$ cat src/rtl/multdiv_if.sv
// Start/result bundle between the D/X decoder, the multiply/divide unit and the X/M latch.
// A start strobe is accepted only while busy is low; data_resultRDY is a one-cycle strobe with no back-pressure.
interface multdiv_if #(
  parameter int WIDTH = 32,
  parameter int TAG_W = 5
);
  logic             ctrl_MULT;
  logic             ctrl_DIV;
  logic [WIDTH-1:0] data_operandA;
  logic [WIDTH-1:0] data_operandB;
  logic [TAG_W-1:0] tag_in;
  logic             busy;
  logic             data_resultRDY;
  logic [WIDTH-1:0] data_result;
  logic             data_exception;
  logic [TAG_W-1:0] tag_out;

  modport master (
    output ctrl_MULT, ctrl_DIV, data_operandA, data_operandB, tag_in,
    input  busy, data_resultRDY, data_result, data_exception, tag_out
  );

  modport slave (
    input  ctrl_MULT, ctrl_DIV, data_operandA, data_operandB, tag_in,
    output busy, data_resultRDY, data_result, data_exception, tag_out
  );
endinterface

$ cat src/rtl/multdiv_unit.sv
// Multi-cycle signed multiply (radix-2 Booth) and divide (restoring) unit for the execute stage.
// One iteration per cycle; result, exception flag and tag are presented in the DONE cycle.
module multdiv_unit #(
  parameter int WIDTH = 32,
  parameter int TAG_W = 5
) (
  input  logic       clock,
  input  logic       reset,
  multdiv_if.slave   bus,
  output logic [1:0] dbg_state_o
);
  typedef enum logic [1:0] {IDLE = 2'd0, MULT = 2'd1, DIV = 2'd2, DONE = 2'd3} state_e;
  localparam int CW = $clog2(WIDTH);
  localparam logic [CW-1:0] LAST = CW'(WIDTH - 1);

  state_e             state_q, state_d;
  logic [CW-1:0]      cnt_q, cnt_d;
  logic [2*WIDTH:0]   prod_q, prod_d;
  logic [WIDTH-1:0]   mcand_q, mcand_d;
  logic [WIDTH:0]     rem_q, rem_d;
  logic [WIDTH-1:0]   quo_q, quo_d;
  logic [WIDTH-1:0]   dvsr_q, dvsr_d;
  logic               neg_q, neg_d;
  logic               dz_q, dz_d;
  logic               ovf_q, ovf_d;
  logic [TAG_W-1:0]   tag_q, tag_d;
  logic [WIDTH-1:0]   res_q, res_d;
  logic               exc_q, exc_d;
  logic [TAG_W-1:0]   tag_out_q, tag_out_d;

  logic [WIDTH:0]     acc_ext, mc_ext, booth_sum;
  logic [2*WIDTH:0]   booth_next;
  logic [WIDTH:0]     prod_hi;
  logic               prod_fits;
  logic [WIDTH:0]     shifted, diff;
  logic               quo_bit;
  logic [WIDTH:0]     rem_next;
  logic [WIDTH-1:0]   quo_next;
  logic [WIDTH-1:0]   abs_a, abs_b;
  logic               min_a;

  // Accumulator is extended by one bit so subtracting the most negative multiplicand cannot wrap.
  always_comb begin
    acc_ext = {prod_q[2*WIDTH], prod_q[2*WIDTH:WIDTH+1]};
    mc_ext  = {mcand_q[WIDTH-1], mcand_q};
    unique case (prod_q[1:0])
      2'b01:   booth_sum = acc_ext + mc_ext;
      2'b10:   booth_sum = acc_ext - mc_ext;
      default: booth_sum = acc_ext;
    endcase
    booth_next = {booth_sum, prod_q[WIDTH:1]};
    prod_hi    = booth_next[2*WIDTH:WIDTH];
    prod_fits  = (&prod_hi) | ~(|prod_hi);
  end

  always_comb begin
    shifted  = {rem_q[WIDTH-1:0], quo_q[WIDTH-1]};
    diff     = shifted - {1'b0, dvsr_q};
    quo_bit  = ~diff[WIDTH];
    rem_next = quo_bit ? diff : shifted;
    quo_next = {quo_q[WIDTH-2:0], quo_bit};
    abs_a    = bus.data_operandA[WIDTH-1] ? -bus.data_operandA : bus.data_operandA;
    abs_b    = bus.data_operandB[WIDTH-1] ? -bus.data_operandB : bus.data_operandB;
    min_a    = (bus.data_operandA == {1'b1, {(WIDTH-1){1'b0}}});
  end

  always_comb begin
    state_d   = state_q;
    cnt_d     = cnt_q;
    prod_d    = prod_q;
    mcand_d   = mcand_q;
    rem_d     = rem_q;
    quo_d     = quo_q;
    dvsr_d    = dvsr_q;
    neg_d     = neg_q;
    dz_d      = dz_q;
    ovf_d     = ovf_q;
    tag_d     = tag_q;
    res_d     = res_q;
    exc_d     = exc_q;
    tag_out_d = tag_out_q;
    unique case (state_q)
      IDLE, DONE: begin
        state_d = IDLE;
        if (bus.ctrl_MULT) begin
          state_d = MULT;
          cnt_d   = '0;
          mcand_d = bus.data_operandA;
          prod_d  = {{WIDTH{1'b0}}, bus.data_operandB, 1'b0};
          tag_d   = bus.tag_in;
        end else if (bus.ctrl_DIV) begin
          state_d = DIV;
          cnt_d   = '0;
          rem_d   = '0;
          quo_d   = abs_a;
          dvsr_d  = abs_b;
          neg_d   = bus.data_operandA[WIDTH-1] ^ bus.data_operandB[WIDTH-1];
          dz_d    = (bus.data_operandB == '0);
          ovf_d   = min_a && (&bus.data_operandB);
          tag_d   = bus.tag_in;
        end
      end
      MULT: begin
        prod_d = booth_next;
        cnt_d  = cnt_q + 1'b1;
        if (cnt_q == LAST) begin
          state_d   = DONE;
          res_d     = booth_next[WIDTH:1];
          exc_d     = ~prod_fits;
          tag_out_d = tag_q;
        end
      end
      DIV: begin
        rem_d = rem_next;
        quo_d = quo_next;
        cnt_d = cnt_q + 1'b1;
        if (dz_q) begin
          state_d   = DONE;
          res_d     = '0;
          exc_d     = 1'b1;
          tag_out_d = tag_q;
        end else if (cnt_q == LAST) begin
          state_d   = DONE;
          res_d     = neg_q ? -quo_next : quo_next;
          exc_d     = ovf_q;
          tag_out_d = tag_q;
        end
      end
      default: state_d = IDLE;
    endcase
  end

  always_ff @(posedge clock) begin
    if (reset) begin
      state_q   <= IDLE;
      cnt_q     <= '0;
      prod_q    <= '0;
      mcand_q   <= '0;
      rem_q     <= '0;
      quo_q     <= '0;
      dvsr_q    <= '0;
      neg_q     <= 1'b0;
      dz_q      <= 1'b0;
      ovf_q     <= 1'b0;
      tag_q     <= '0;
      res_q     <= '0;
      exc_q     <= 1'b0;
      tag_out_q <= '0;
    end else begin
      state_q   <= state_d;
      cnt_q     <= cnt_d;
      prod_q    <= prod_d;
      mcand_q   <= mcand_d;
      rem_q     <= rem_d;
      quo_q     <= quo_d;
      dvsr_q    <= dvsr_d;
      neg_q     <= neg_d;
      dz_q      <= dz_d;
      ovf_q     <= ovf_d;
      tag_q     <= tag_d;
      res_q     <= res_d;
      exc_q     <= exc_d;
      tag_out_q <= tag_out_d;
    end
  end

  assign bus.busy           = (state_q == MULT) || (state_q == DIV);
  assign bus.data_resultRDY = (state_q == DONE);
  assign bus.data_result    = res_q;
  assign bus.data_exception = exc_q;
  assign bus.tag_out        = tag_out_q;
  assign dbg_state_o        = state_q;
endmodule
$ cat src/flat_wrapper.sv
// flat-port wrapper written by rule: the top's interface ports become plain ports
module multdiv_unit_flat 
#(
  parameter int WIDTH = 32,
  parameter int TAG_W = 5
)
  (clock, reset, dbg_state_o, bus_ctrl_MULT, bus_ctrl_DIV, bus_data_operandA, bus_data_operandB, bus_tag_in, bus_busy, bus_data_resultRDY, bus_data_result, bus_data_exception, bus_tag_out);
  multdiv_if #(.WIDTH(WIDTH), .TAG_W(TAG_W)) bus_i ();
  input  logic clock;
  input  logic reset;
  output logic [1:0] dbg_state_o;
  input wire logic [$bits(bus_i.ctrl_MULT)-1:0] bus_ctrl_MULT;
  input wire logic [$bits(bus_i.ctrl_DIV)-1:0] bus_ctrl_DIV;
  input wire logic [$bits(bus_i.data_operandA)-1:0] bus_data_operandA;
  input wire logic [$bits(bus_i.data_operandB)-1:0] bus_data_operandB;
  input wire logic [$bits(bus_i.tag_in)-1:0] bus_tag_in;
  output wire logic [$bits(bus_i.busy)-1:0] bus_busy;
  output wire logic [$bits(bus_i.data_resultRDY)-1:0] bus_data_resultRDY;
  output wire logic [$bits(bus_i.data_result)-1:0] bus_data_result;
  output wire logic [$bits(bus_i.data_exception)-1:0] bus_data_exception;
  output wire logic [$bits(bus_i.tag_out)-1:0] bus_tag_out;
  assign bus_i.ctrl_MULT = bus_ctrl_MULT;
  assign bus_i.ctrl_DIV = bus_ctrl_DIV;
  assign bus_i.data_operandA = bus_data_operandA;
  assign bus_i.data_operandB = bus_data_operandB;
  assign bus_i.tag_in = bus_tag_in;
  assign bus_busy = bus_i.busy;
  assign bus_data_resultRDY = bus_i.data_resultRDY;
  assign bus_data_result = bus_i.data_result;
  assign bus_data_exception = bus_i.data_exception;
  assign bus_tag_out = bus_i.tag_out;
  multdiv_unit #(.WIDTH(WIDTH), .TAG_W(TAG_W)) u_core (.clock(clock), .reset(reset), .bus(bus_i), .dbg_state_o(dbg_state_o));
endmodule
$ cat config.mk
export PLATFORM = sky130hd
export DESIGN_NAME = multdiv_unit_flat
export DESIGN_NICKNAME = d
export VERILOG_FILES = /design/src/rtl/multdiv_if.sv /design/src/rtl/multdiv_unit.sv /design/src/flat_wrapper.sv
export SDC_FILE = /design/constraint.sdc
export NUM_CORES = 1
export LEC_CHECK = 0
export BUFFER_PORTS_ARGS = -buffer_cell sky130_fd_sc_hd__buf_2
export CAP_MARGIN = 20
export CORE_ASPECT_RATIO = 1.75
export CORE_MARGIN = 3
export CORE_UTILIZATION = 60
export DETAILED_ROUTE_END_ITERATION = 10
export HOLD_SLACK_MARGIN = 0.06
export PLACE_DENSITY = 0.79
export SYNTH_ARGS = -nofsm -noshare
export SYNTH_HDL_FRONTEND = slang
export SYNTH_SLANG_ARGS = --single-unit
$ cat constraint.sdc
create_clock -name clock -period 14.4 [get_ports clock]
set_clock_uncertainty 0.15 [all_clocks]
set_input_delay 2.88 -clock clock [delete_from_list [all_inputs] [get_ports clock]]
set_output_delay 2.88 -clock clock [all_outputs]
set_load 0.01 [all_outputs]
==> results of run 1 <==
[per-stage QoR]
| step | power, mW | instance area [sq um] |
|---|---|---|
| floorplan | 1.27 | 16700 |
| global placement | 1.44 | 17400 |
| detailed placement | 1.45 | 17400 |
| CTS | 2.11 | 18300 |
| global route | 2.22 | 18300 |
| finish | 2.12 | 18300 |
[placed cells by master, fill, tap and decap left out, types with 19 or more instances in the layout]
| master | Yosys | final |
|---|---|---|
| clkbuf_16 | 0 | 25 |
| nand2_1 | 275 | 275 |
| or4_1 | 19 | 19 |
| a211oi_1 | 78 | 78 |
| buf_2 | 6 | 113 |
| nor3_1 | 53 | 53 |
| mux2i_1 | 68 | 68 |
| inv_1 | 80 | 80 |
| xnor2_1 | 77 | 77 |
| nand3_1 | 21 | 21 |
| or3_1 | 31 | 31 |
| xor2_1 | 73 | 72 |
| a21o_1 | 34 | 34 |
| o211ai_1 | 26 | 26 |
| nor4_1 | 25 | 25 |
| nor2_1 | 264 | 260 |
| a21oi_1 | 177 | 177 |
| a221oi_1 | 24 | 24 |
| ha_1 | 75 | 74 |
| dfxtp_1 | 246 | 246 |
| o21ai_0 | 103 | 103 |
| nand4_1 | 22 | 22 |
| o31ai_1 | 41 | 41 |
| a22oi_1 | 29 | 29 |
[flip-flops by register name (all words and copies together) (netlist names), 32 cells and up]
name                    count
u_core.prod_q              65
u_core.quo_q               32
u_core.rem_q               32
u_core.dvsr_q              32
u_core.mcand_q             32
u_core.bus.data_result     32
[where the power goes]
group          switching (mW)  internal (mW)
clock                   0.283          0.381
sequential             0.0529          0.732
combinational           0.426          0.247
[cell type report]
class                      count  share of cell area (%)
inverter                      82                    1.69
tap                          369                    2.53
clock buffer                  28                    3.60
sequential                   246                    27.0
clock inverter                15                   0.863
timing repair buffer         134                    4.13
multi-input combinational   1738                    60.2
[worst max path at each step]
| stage | endpoint | slack (ps) | cells after the start |
|---|---|---|---|
| 2_1_floorplan | u_core.dvsr_q[30]$_SDFFE_PP0P_ | 8610 | 9 |
| 3_3_place_gp | u_core.dvsr_q[30]$_SDFFE_PP0P_ | 8360 | 10 |
| 3_5_place_dp | u_core.bus.data_exception$_SDFFE_PP0P_ | 8260 | 10 |
| 4_1_cts | u_core.bus.data_result[20]$_SDFFE_PP0P_ | 8400 | 21 |
| 5_1_grt | u_core.bus.data_result[20]$_SDFFE_PP0P_ | 7890 | 21 |
| 6_report | u_core.bus.data_exception$_SDFFE_PP0P_ | 8310 | 18 |
[critical path, delay by kind of cell, from the launching register on]
| family | cells | cell delay [ps] |
|---|---|---|
| compound gates | 4 | 1630 |
| xor+xnor | 2 | 450 |
| fa+ha+maj | 1 | 400 |
| flops | 1 | 370 |
| simple gates | 11 | 2980 |
[cell families (layout without fill, tap and decap cells)]
family	Yosys count	count (layout)	share of synthesized area [%]
and+or+nand+nor	793	793	21.7
buffers and inverters	217	259	5.15
adders and majority gates	77	77	5.85
DFF	246	246	29.4
AOI/OAI and AO/OA	647	647	25.7
muxes	71	71	4.27
xor gates and xnor gates	150	150	7.85
[metal layers]
| layer | vias to the layer above | track usage (%) |
|---|---|---|
| li1 | 7997 | - |
| met1 | 7978 | 34.6 |
| met2 | 677 | 61.0 |
| met3 | 259 | 4.86 |
| met4 | 4 | 26.3 |
| met5 | - | 0 |
==> results.cfg, run 1 <==
[placement]
preCtsSetupSlack_ps = 8260
io_buffers = 114
place_hpwl_mm = 38.8
dp_cells = 2568
gp_congestion = 0.993

[sta]
fmax_mhz = 164
min_period_ps = 6090
holdWs_ps = 314
final.setup.tns_ps = 0
setup_slack_ps = 8310
setup-violations-final = 0
hold_viol = 0
final-max-slew-violation-count = 0
min_period_over_period_pct = 42.3
tightest_slew_ps = 1040
relSlewSlack_pct = 30.8
grt_setup_unrepaired = no

[clock_tree]
cts_tree = built
cts_buffers = 24
cts.clk_slew.worst_paths_ps = 60
cts_hold_buffers = 0
cts_buffer_depth = 3
cts_setup_buffers = 0
root_buffer = clkbuf_16
cts-resized-gates = 0
cts_htree_levels = 1
insertion_delay_ps = 550
cts.sink_count = 246

[floorplan]
rows = 80
chipHeight_um = 227
core_sq_um = 27300
fp.dieW_um = 132
die-area_sq_um = 30000
pin_count = 115
start_util_pct = 61.2

[finish]
fin_util_pct = 66.8
final_cells = 2612
finalNetCount = 2376
multiInputGateArea_sq_um = 11000
drive_gt1_share_pct = 9.72
insertedDiodeCount = 0
seq_area_sq_um = 4920
areaGrowthSynthToFinish_pct = 9.18
fillers = 2403

[hold_path]
min_from = u_core.dvsr_q[0]$_SDFFE_PP0P_
hp-class = flip-flop to flip-flop
min_delay_path_depth = 2
hold_end = u_core.dvsr_q[0]$_SDFFE_PP0P_

[drt]
top_layer = met5
wl_met1_mm = 18.3
vias = 16900
avgRoutedWirePerCell_um = 20.2
met3_length_mm = 3.07
via_per_inst = 6.48
ant_nets = 0
drtIter0Drc = 1199
dr.pass1.iters = 8
wl_met2_mm = 26.8
finalWirelength_mm = 52.7
drc_errors = 0

[yosys]
synth_seq_cells = 246
ys_warn_count = 0
yosys.cell_count.top_type = nand2_1
avgSynthCellArea_sq_um = 7.60
synth_common_cells = 275 x nand2_1, 264 x nor2_1, 246 x dfxtp_1
syn_inst = 2201
synth_edf_count = 0
yosys.area.top_type = dfxtp_1
yosysTopAreaCellShare_pct = 29.4
async_flop_share_pct = 0
yosys-top-cells-area = dfxtp_1 29%, nand2_1 6.2%, nor2_1 5.9%
synth_cell_types = 80
synth_area_sq_um = 16700
synth_ff_type = dfxtp_1
ys_seq_area_share_pct = 29.4
syn-num-nets = 2351

[setup_path]
startpoint = u_core.mcand_q[2]$_SDFFE_PP0P_
cp-end-kind = flip-flop
r2r-end = u_core.bus.data_exception$_SDFFE_PP0P_
cpPeakStageDelay_ps = 870
critPathSlowestCell = nor4b_1
path_class = flip-flop to flip-flop
cp.arrival_ps = 6360
crit_chain = or4_4 -> nor4_4 -> nand2_1 -> nor4_1 -> nor2_1 -> xnor2_1 -> ha_1 -> nand2_1 -> o21ai_0 -> o21ai_0 -> o211ai_1 -> xnor2_1 -> o21ai_0 -> nand2_1 -> nor4b_1 -> nand4_1 -> nor4_1 -> nor3_1
r2r_slack_ps = 8310
setup.worst_path.start_class = flip-flop
critPathMaxFanout = 9
cp_data_required_time_ps = 14670
r2r_start = u_core.mcand_q[2]$_SDFFE_PP0P_
worst_r2r_path_depth = 18

[run_status]
outcome = finished, final reports clean

[global_routing]
overflow = 0
grt_pass1_wl_mm = 82.2
grt_antenna_before_repair = 2
grtUsageTotal_pct = 33.6
grt_pass1_vias = 16000
grt_max_degree = 95

[power]
power_density_nw_per_um2 = 116
peakVddDrop_mv = 0.104
power_leakage_nw = 7.18

[flow_run]
drv_cap = 0
Note: power is estimated with default switching activity, not from simulation.
==> run 2: changes to the inputs <==
--- a/config.mk
+++ b/config.mk
@@ -9,10 +9,10 @@
 export CAP_MARGIN = 20
 export CORE_ASPECT_RATIO = 1.75
 export CORE_MARGIN = 3
-export CORE_UTILIZATION = 60
+export CORE_UTILIZATION = 56
 export DETAILED_ROUTE_END_ITERATION = 10
 export HOLD_SLACK_MARGIN = 0.06
-export PLACE_DENSITY = 0.79
+export PLACE_DENSITY = 0.78
 export SYNTH_ARGS = -nofsm -noshare
 export SYNTH_HDL_FRONTEND = slang
 export SYNTH_SLANG_ARGS = --single-unit
==> constraint.sdc (replaced) <==
create_clock -name clock -period 5.1 [get_ports clock]
set_clock_uncertainty 0.15 [all_clocks]
set_input_delay 1.02 -clock clock [delete_from_list [all_inputs] [get_ports clock]]
set_output_delay 1.02 -clock clock [all_outputs]
set_load 0.01 [all_outputs]
==> results.cfg, run 2 (synthesis gave the netlist of run 1 again) <==
[run_status]
outcome = finished, final reports clean

[finish]
regMostFlops = u_core.prod_q
areaGrowthSynthToFinish_pct = 11.4
fillers = 2612
final_cell_mix = 275 x nand2_1, 260 x nor2_1, 246 x dfxtp_1, 174 x a21oi_1, 113 x buf_2
drive_gt1_share_pct = 11.3
largest_reg_flops = 65
fin_util_pct = 63.4
finalNetCount = 2397
mostFrequentLayoutCell = nand2_1

[sta]
setup_slack_ps = 163
final-max-slew-violation-count = 0
holdWs_ps = 308
fmax_mhz = 203
tightest_slew_ps = 1400
setup-violations-final = 0
min_period_ps = 4940
min_period_over_period_pct = 96.8
hold_viol = 0
relSlewSlack_pct = 6.82
final.setup.tns_ps = 0

[floorplan]
pin_count = 115
start_util_pct = 56.9
rows = 83
fp.dieW_um = 137
chipHeight_um = 235
core_sq_um = 29400
die-area_sq_um = 32100

[setup_path]
cp.arrival_ps = 5220
critPathCapture = u_core.bus.data_exception$_SDFFE_PP0P_
worst_r2r_path_depth = 16
critPathMaxFanout = 7
crit_chain = ha_1 -> nor2_1 -> xnor2_1 -> ha_1 -> o211a_1 -> o31a_1 -> o41ai_1 -> nand2_1 -> and3_1 -> a311o_1 -> nor4_1 -> nor4b_1 -> buf_4 -> nand4_1 -> nor4_1 -> nor3_1
cp-end-kind = flip-flop
cp_data_required_time_ps = 5390
path_buf_inv = 1
crit_family = compound AO/OA/AOI/OAI gates
r2r_start = u_core.prod_q[1]$_SDFFE_PP0P_
r2r_slack_ps = 160
setup.worst_path.start_class = flip-flop
r2r-end = u_core.bus.data_exception$_SDFFE_PP0P_
path_depth = 16
cpPeakStageDelay_ps = 970
critPathSlowestCell = o41ai_1
startpoint = u_core.prod_q[1]$_SDFFE_PP0P_
path_class = flip-flop to flip-flop

[drt]
finalWirelength_mm = 52.4
avgRoutedWirePerCell_um = 19.7
dr.pass1.iters = 6
vias = 16700
via_per_inst = 6.29
drtIter0Drc = 1200
ant_nets = 0
drc_errors = 0

[clock_tree]
cts_buffers = 26
cts_htree_levels = 1
cts.sink_count = 246
insertion_delay_ps = 550
cts.clk_slew.worst_paths_ps = 70
cts_tree = built
root_buffer = clkbuf_16
cts_buffer_depth = 3

[global_routing]
grt_max_degree = 241
grt_pass1_vias = 16300
grt_antenna_before_repair = 4
grt_pass1_wl_mm = 82.2
overflow = 0
grtUsageTotal_pct = 31.4

[hold_path]
min_from = u_core.dvsr_q[21]$_SDFFE_PP0P_
hp-class = flip-flop to flip-flop

[power]
power_leakage_nw = 7.31
peakVddDrop_mv = 0.306
power_density_nw_per_um2 = 336

[flow_run]
drv_cap = 0

[placement]
preCtsSetupSlack_ps = 219
gp_congestion = 0.942
io_buffers = 114
place_hpwl_mm = 38.2
==> run 2: cell types whose count changed in the layout (fill, tap and decap cells not counted), sizes merged <==
cell      before  now
buf          134  153
clkbuf        28   31
inv           82   83
diode          0    8
bufinv         3    6
clkinv        12    5
clkinvlp       0    5
==> run 2: final cells by class <==
| cell class | instances | area (sq um) | share of cell area, % |
|---|---|---|---|
| diodes | 8 | 20.0 | 0.107 |
| multi-input cells | 1738 | 11100 | 59.5 |
| well taps | 382 | 478 | 2.56 |
| inverters | 82 | 308 | 1.65 |
| repair buffers | 153 | 882 | 4.73 |
| clock inverters | 17 | 251 | 1.35 |
| clock buffers | 31 | 691 | 3.71 |
| flip-flops and latches | 246 | 4920 | 26.4 |
==> run 2: metrics by stage <==
| step | instance area, sq um | total power, mW | cells |
|---|---|---|---|
| 6_report | 18600 | 6.26 | 2657 |
| 3_3_place_gp | 17600 | 4.08 | 2598 |
| 3_5_place_dp | 17600 | 4.11 | 2598 |
| 2_1_floorplan | 16700 | 3.58 | 2201 |
| 4_1_cts | 18500 | 6.23 | 2646 |
| 5_1_grt | 18600 | 6.55 | 2649 |
==> run 2: worst min-delay path by stage <==
stage          cells after the start                             end  slack [ps]
2_1_floorplan                      2  u_core.dvsr_q[21]$_SDFFE_PP0P_         280
3_3_place_gp                       2  u_core.dvsr_q[21]$_SDFFE_PP0P_         300
3_5_place_dp                       2  u_core.dvsr_q[21]$_SDFFE_PP0P_         300
4_1_cts                            2  u_core.dvsr_q[21]$_SDFFE_PP0P_         310
5_1_grt                            2  u_core.dvsr_q[21]$_SDFFE_PP0P_         350
6_report                           2  u_core.dvsr_q[21]$_SDFFE_PP0P_         310
==> run 2: worst register-to-register path, stage by stage (launching register included) <==
cell	delay, ps
dfxtp_1	400
ha_1	340
nor2_1	110
xnor2_1	230
ha_1	330
o211a_1	240
o31a_1	170
o41ai_1	970
nand2_1	80
and3_1	220
a311o_1	340
nor4_1	430
nor4b_1	280
buf_4	170
nand4_1	90
nor4_1	200
nor3_1	70
==> run 2: what timing repair did <==
action                                  4_1_cts  5_1_grt
hold endpoints to repair                      0        0
hold buffers                                  0        0
buffers inserted                              0        3
resized for setup                             0       24
endpoints found under the setup margin        0        8
==> run 2: metal layers <==
layer | global-route usage, % | share of wire (%)
met3 | 3.79 | 5.0
met1 | 33.3 | 37
met4 | 21.1 | 7.4
met5 | 0 | 0
met2 | 56.6 | 51
==> run 2: where the power goes <==
part           switching, mW  total [mW]  internal, mW  leakage (nW)
Combinational           1.19        1.92         0.727          4.85
Sequential             0.155        2.22          2.07          2.01
Clock                  0.841        2.12          1.28         0.447
